`config.mk`:
```
export PLATFORM = sky130hd
export DESIGN_NAME = pwm_speed_driver
export DESIGN_NICKNAME = d
export VERILOG_FILES = /design/src/rtl/pwm_speed_pkg.sv /design/src/rtl/level_sync.sv /design/src/rtl/pwm_speed_driver.sv
export SDC_FILE = /design/constraint.sdc
export NUM_CORES = 1
export LEC_CHECK = 0
export CAP_MARGIN = 20
export CORE_ASPECT_RATIO = 1.4
export CORE_MARGIN = 3
export CORE_UTILIZATION = 58
export DETAILED_ROUTE_END_ITERATION = 10
export GPL_ROUTABILITY_DRIVEN = 0
export HOLD_SLACK_MARGIN = 0.12
export PLACE_DENSITY = 0.78
export SETUP_SLACK_MARGIN = 0.05
export SLEW_MARGIN = 20
export SYNTH_ARGS = -nofsm -noshare
export SYNTH_HDL_FRONTEND = slang
export SYNTH_HIERARCHICAL = 1
export SYNTH_SLANG_ARGS = --single-unit
export TNS_END_PERCENT = 50
```
`constraint.sdc`:
```
create_clock -name clk -period 3 [get_ports clk]
set_input_delay 0.9 -clock clk [delete_from_list [all_inputs] [get_ports clk]]
set_output_delay 0.9 -clock clk [all_outputs]
set_load 0.03 [all_outputs]
```
`src/rtl/pwm_speed_pkg.sv`:
```
// rtl/pwm_speed_pkg.sv - shared types and constants for the PWM speed driver
package pwm_speed_pkg;

  typedef enum logic [1:0] {OFF, UP, DOWN, ON} state_t;

  localparam int LVL_W      = 3;
  localparam int PWM_PERIOD = 100;

  localparam logic [LVL_W-1:0] LVL_OFF = 3'b000;
  localparam logic [LVL_W-1:0] LVL_30  = 3'b001;
  localparam logic [LVL_W-1:0] LVL_50  = 3'b010;
  localparam logic [LVL_W-1:0] LVL_100 = 3'b100;

  localparam logic [6:0] DUTY_OFF = 7'd0;
  localparam logic [6:0] DUTY_30  = 7'd30;
  localparam logic [6:0] DUTY_50  = 7'd50;
  localparam logic [6:0] DUTY_100 = 7'd100;

  typedef struct packed {
    logic       legal;
    logic [6:0] duty;
  } level_dec_t;

  // One-hot speed request; anything else (multiple bits) is illegal.
  function automatic level_dec_t decode_level(input logic [LVL_W-1:0] code);
    level_dec_t d;
    d.legal = 1'b1;
    d.duty  = DUTY_OFF;
    case (code)
      LVL_OFF: d.duty = DUTY_OFF;
      LVL_30:  d.duty = DUTY_30;
      LVL_50:  d.duty = DUTY_50;
      LVL_100: d.duty = DUTY_100;
      default: d.legal = 1'b0;
    endcase
    return d;
  endfunction

endpackage

```
`src/rtl/level_sync.sv`:
```
// rtl/level_sync.sv - two-flop synchronizer for the asynchronous speed request
module level_sync
  import pwm_speed_pkg::*;
(
  input  logic             clk,
  input  logic             rst_n,
  input  logic [LVL_W-1:0] level,
  output logic [LVL_W-1:0] lvl_s
);

  logic [LVL_W-1:0] meta;

  always_ff @(posedge clk or negedge rst_n) begin
    if (!rst_n) begin
      meta  <= '0;
      lvl_s <= '0;
    end else begin
      meta  <= level;
      lvl_s <= meta;
    end
  end

endmodule

```
`src/rtl/pwm_speed_driver.sv`:
```
// rtl/pwm_speed_driver.sv - slew-limited PWM motor drive from a 3-bit speed request
module pwm_speed_driver
  import pwm_speed_pkg::*;
#(
  parameter int STEP         = 5,
  parameter int RAMP_PERIODS = 4
) (
  input  logic             clk,
  input  logic             rst_n,
  input  logic             ena,
  input  logic [LVL_W-1:0] level,
  output logic             pwm_out,
  output logic [6:0]       duty,
  output logic             busy,
  output logic             fault
);

  localparam int                RDIV_W    = (RAMP_PERIODS > 1) ? $clog2(RAMP_PERIODS) : 1;
  localparam logic [6:0]        CNT_LAST  = 7'(PWM_PERIOD - 1);
  localparam logic [RDIV_W-1:0] RDIV_LAST = RDIV_W'(RAMP_PERIODS - 1);
  localparam logic [7:0]        STEP8     = 8'(STEP);
  localparam logic [6:0]        STEP7     = 7'(STEP);

  logic [LVL_W-1:0]  lvl_s;
  level_dec_t        lvl_dec;
  logic [6:0]        target;
  logic [6:0]        cnt;
  logic [RDIV_W-1:0] rdiv;
  logic              period_end;
  logic              slew_step;
  logic [7:0]        duty_inc;
  logic              up_clip;
  logic              dn_clip;
  logic [6:0]        duty_next;
  state_t            state;
  state_t            state_next;

  level_sync u_level_sync (
    .clk   (clk),
    .rst_n (rst_n),
    .level (level),
    .lvl_s (lvl_s)
  );

  assign lvl_dec = decode_level(lvl_s);

  // Target and fault track the request even while the drive is disabled.
  always_ff @(posedge clk or negedge rst_n) begin
    if (!rst_n) begin
      target <= DUTY_OFF;
      fault  <= 1'b0;
    end else begin
      fault <= !lvl_dec.legal;
      if (lvl_dec.legal) begin
        target <= lvl_dec.duty;
      end
    end
  end

  assign period_end = ena && (cnt == CNT_LAST);
  assign slew_step  = period_end && (rdiv == RDIV_LAST);

  always_ff @(posedge clk or negedge rst_n) begin
    if (!rst_n) begin
      cnt  <= '0;
      rdiv <= '0;
    end else if (ena) begin
      cnt <= period_end ? '0 : cnt + 7'd1;
      if (period_end) begin
        rdiv <= slew_step ? '0 : rdiv + 1'b1;
      end
    end
  end

  // 8-bit headroom so duty+STEP cannot wrap before clipping to target.
  assign duty_inc = {1'b0, duty} + STEP8;
  assign up_clip  = duty_inc >= {1'b0, target};
  assign dn_clip  = {1'b0, duty} <= ({1'b0, target} + STEP8);

  always_comb begin
    duty_next = duty;
    if (target > duty) begin
      duty_next = up_clip ? target : duty_inc[6:0];
    end else if (target < duty) begin
      duty_next = dn_clip ? target : duty - STEP7;
    end
  end

  always_ff @(posedge clk or negedge rst_n) begin
    if (!rst_n) begin
      duty <= DUTY_OFF;
    end else if (slew_step) begin
      duty <= duty_next;
    end
  end

  always_ff @(posedge clk or negedge rst_n) begin
    if (!rst_n) begin
      pwm_out <= 1'b0;
    end else begin
      pwm_out <= ena && (cnt < duty);
    end
  end

  always_ff @(posedge clk or negedge rst_n) begin
    if (!rst_n) begin
      state <= OFF;
    end else if (ena) begin
      state <= state_next;
    end
  end

  always_comb begin
    state_next = ON;
    if (duty < target) begin
      state_next = UP;
    end else if (duty > target) begin
      state_next = DOWN;
    end else if (duty == DUTY_OFF) begin
      state_next = OFF;
    end
  end

  always_comb begin
    busy = (state == UP) || (state == DOWN);
  end

endmodule

```
==> results.py <==
metrics = {
    "status": {
        "outcome": "finished, final reports clean",
    },
    "yosys": {
        "synth_top_family_by_area": "simple AND/OR/NAND/NOR gates",
        "synth_area_leader_cell": "dfrtp_1",
        "synthXorXnorAreaFrac": 0.0616,
        "yosysMostFrequentCell": "dfrtp_1",
        "netlist_top_cells_area": "dfrtp_1 (34%), ha_1 (15%), xnor2_1 (5.8%), nor2_1 (4.0%), inv_1 (3.1%)",
        "ys_ff_latch": 31,
        "synth_top_area_share": 0.341,
        "muxShareOfSynthArea": 0.0517,
        "synthDistinctLibCells": 48,
        "ys_seq_area_frac": 0.341,
        "synth_compound_area_frac": 0.162,
        "avgSynthCellArea_um2": 9.76,
        "ys_async_sr_fraction": 1.00,
        "yosysWarnings": 6,
        "synthTopCellsByCount": "dfrtp_1 (31), ha_1 (28), nor2_1 (24), inv_1 (19), xnor2_1 (15)",
        "syn_inst": 233,
        "synthFlopType": "dfrtp_1",
        "netlist_area_um2": 2270,
        "synth_edf_count": 0,
        "synthAdderAreaFrac": 0.163,
        "synthSimpleGateAreaFrac": 0.174,
        "syn_nets": 268,
    },
    "hold_path": {
        "hp-class": "reg2reg",
        "hold_depth": 0,
        "hold_end": "u_level_sync/lvl_s[2]",
        "min_from": "u_level_sync/meta[2]",
    },
    "sta": {
        "period_share": 0.938,
        "fin_crit_ns": 2.81,
        "fin_setup_tns_ns": 0,
        "setup_violations": 0,
        "hold_viol": 0,
        "slew_viol_final": 0,
        "max_slew_margin": 0.627,
        "max_freq_mhz": 356,
        "rsz0062_at_grt": "no",
        "worstMarginPinSlew_ns": 0.554,
        "fin_skew_ns": 0.00576,
    },
    "critical_path": {
        "cp_max_fo": 8,
        "r2r-end": "duty[6]",
        "setup.worst_path.start_class": "register",
        "cp.arrival_ns": 2.97,
        "worstSetupPathType": "reg2reg",
        "end_kind": "register",
        "setup.worst_path.start": "duty[1]",
        "worstPathRequired_ns": 3.16,
        "ff2ff_setup_slack_ns": 0.19,
        "r2r_start": "duty[1]",
        "ff2ff_path_depth": 9,
    },
    "clock_network": {
        "cts_root_buf": "clkbuf_8",
        "clk_latency_ns": 0.28,
        "clk_path_buf_depth": 2,
        "post_cts_resized": 0,
        "cts_tree": "yes",
        "tritoncts.num_buffers": 5,
        "ctsHoldBuffers": 0,
        "cts.sinks": 31,
        "cts_post_setup_buffers_inserted": 0,
        "cts-htree-levels": 2,
        "clk_pin_slew_ns": 0.07,
    },
    "die": {
        "die_w_um": 58.9,
        "core_um2": 3710,
        "num_rows": 26,
        "io_pins": 16,
        "dieArea_um2": 4720,
        "dieHeight_um": 80.1,
        "initial_core_util": 0.613,
    },
    "power": {
        "p_leak_uw": 0.00122,
        "clkPwrFrac": 0.243,
        "vdd_ir_drop_max_v": 0.000508,
        "intPower_uw": 841,
        "finalPower_uw": 1280,
        "seqPwrFrac": 0.443,
        "switching_share": 0.344,
        "p_comb_frac": 0.313,
        "powerDensity_nw_per_um2": 490,
        "p_sw_uw": 441,
    },
    "global_routing": {
        "grt_remaining_overflow": 0,
        "grt_antenna_before_repair": 0,
        "grtUsageTotal": 0.236,
        "first_global_vias": 1854,
        "grt_first_pass_wirelength_mm": 8.54,
        "grt_start_max_net_pins": 32,
    },
    "routing": {
        "dr_wl_met2_mm": 2.56,
        "wl_met3_um": 166,
        "wl_met1_mm": 2.04,
        "vias": 1855,
        "drt-initial-drc-count": 101,
        "wire_per_inst_um": 16.1,
        "maxUsedRoutingLayer": "met4",
        "first_pass_iters": 4,
        "ant_nets": 0,
        "routed_wl_mm": 4.92,
        "route.detailed.vias_per_inst": 6.08,
        "drc_errors": 0,
    },
    "flow_run": {
        "maxCapViolCount": 0,
    },
    "placement": {
        "numPortBuffers": 15,
        "dpl.cell_count": 297,
        "hpwl_mm": 3.88,
    },
    "final_layout": {
        "final_layout_size_suffix_gt1_frac": 0.129,
        "antenna_cells": 0,
        "area_growth_syn_to_layout_pct": 15.1,
        "final_cell_count_no_fill": 305,
        "fillers": 308,
        "final_nets": 297,
    },
}
-- sequential cells by signal, indices dropped and copies added, names as in the netlist --
register            cells
cnt                     7
target                  5
pwm_out                 1
u_level_sync/lvl_s      3
state                   2
rdiv                    2
fault                   1
u_level_sync/meta       3
duty                    7
-- worst max-delay path by stage --
stage	endpoint	slack (ns)	cells after the start
2_1_floorplan	duty[6]	0.22	9
6_report	duty[6]	0.19	9
4_1_cts	duty[6]	0.20	9
3_3_place_gp	duty[6]	0.31	9
5_1_grt	duty[6]	0.06	9
3_5_place_dp	duty[6]	0.22	9
-- layer usage --
layer | GRT usage | vias up
li1 | - | 894
met1 | 0.274 | 900
met2 | 0.406 | 46
met3 | 0.0402 | 15
met4 | 0.120 | 0
met5 | 0 | -
-- per-stage QoR --
| stage | setup WS [ns] | hold WS (ns) | cell area, um^2 | util |
|---|---|---|---|---|
| finish | 0.187 | 0.349 | 2620 | 0.706 |
| global route | 0.0581 | 0.357 | 2620 | 0.706 |
| detailed placement | 0.222 | 0.337 | 2530 | 0.683 |
| floorplan | 0.224 | 0.331 | 2270 | - |
| CTS | 0.195 | 0.352 | 2620 | 0.706 |
| global placement | 0.312 | 0.332 | 2530 | 0.683 |
-- critical path, cell delays in order, from the launching register on --
cell	delay, ns
dfrtp_1	0.44
a21oi_1	0.40
nor3_1	0.11
xnor2_1	0.21
ha_1	0.29
a21o_1	0.19
a21oi_1	0.23
o311ai_4	0.22
mux2_2	0.32
a221o_1	0.29
-- cells in the final DEF (no fill, tap or decap), drive strengths merged, types with 2 or more instances in the layout --
cell type / n
nor3: 7
mux2: 6
ha: 28
mux2i: 5
nor2: 25
a21o: 6
buf: 12
a21oi: 11
a211oi: 5
a221oi: 4
nand2: 11
clkbuf: 6
inv: 19
o21a: 2
xnor2: 15
nand4: 4
and3: 3
clkdlybuf4s50: 15
o22a: 3
o21ai: 7
nand3: 11
nand2b: 4
dfrtp: 31
-- final cells by class --
type / count / area (um^2) / area share
Inverter: 19 / 71.3 / 0.0272
Clock inverter: 2 / 12.5 / 0.00478
Tap cell: 42 / 52.6 / 0.0201
Multi-Input combinational cell: 178 / 1390 / 0.532
Sequential cell: 31 / 776 / 0.296
Timing Repair Buffer: 27 / 240 / 0.0918
Clock buffer: 6 / 72.6 / 0.0277
-- logic make-up after synthesis --
logic type / after synthesis
muxes: 11
and+or+nand+nor: 74
adders and majority gates: 29
xor gates and xnor gates: 16
DFF: 31
buffers and inverters: 24
AOI/OAI and AO/OA: 48
-- power by group through the flow --
stage	logic [uW]	registers [uW]	clock network, uW
2_1_floorplan	320	544	0
3_3_place_gp	384	573	0
3_5_place_dp	401	576	0
4_1_cts	405	568	317
5_1_grt	452	580	341
6_report	402	568	312
(Power assumes the default switching activity.)
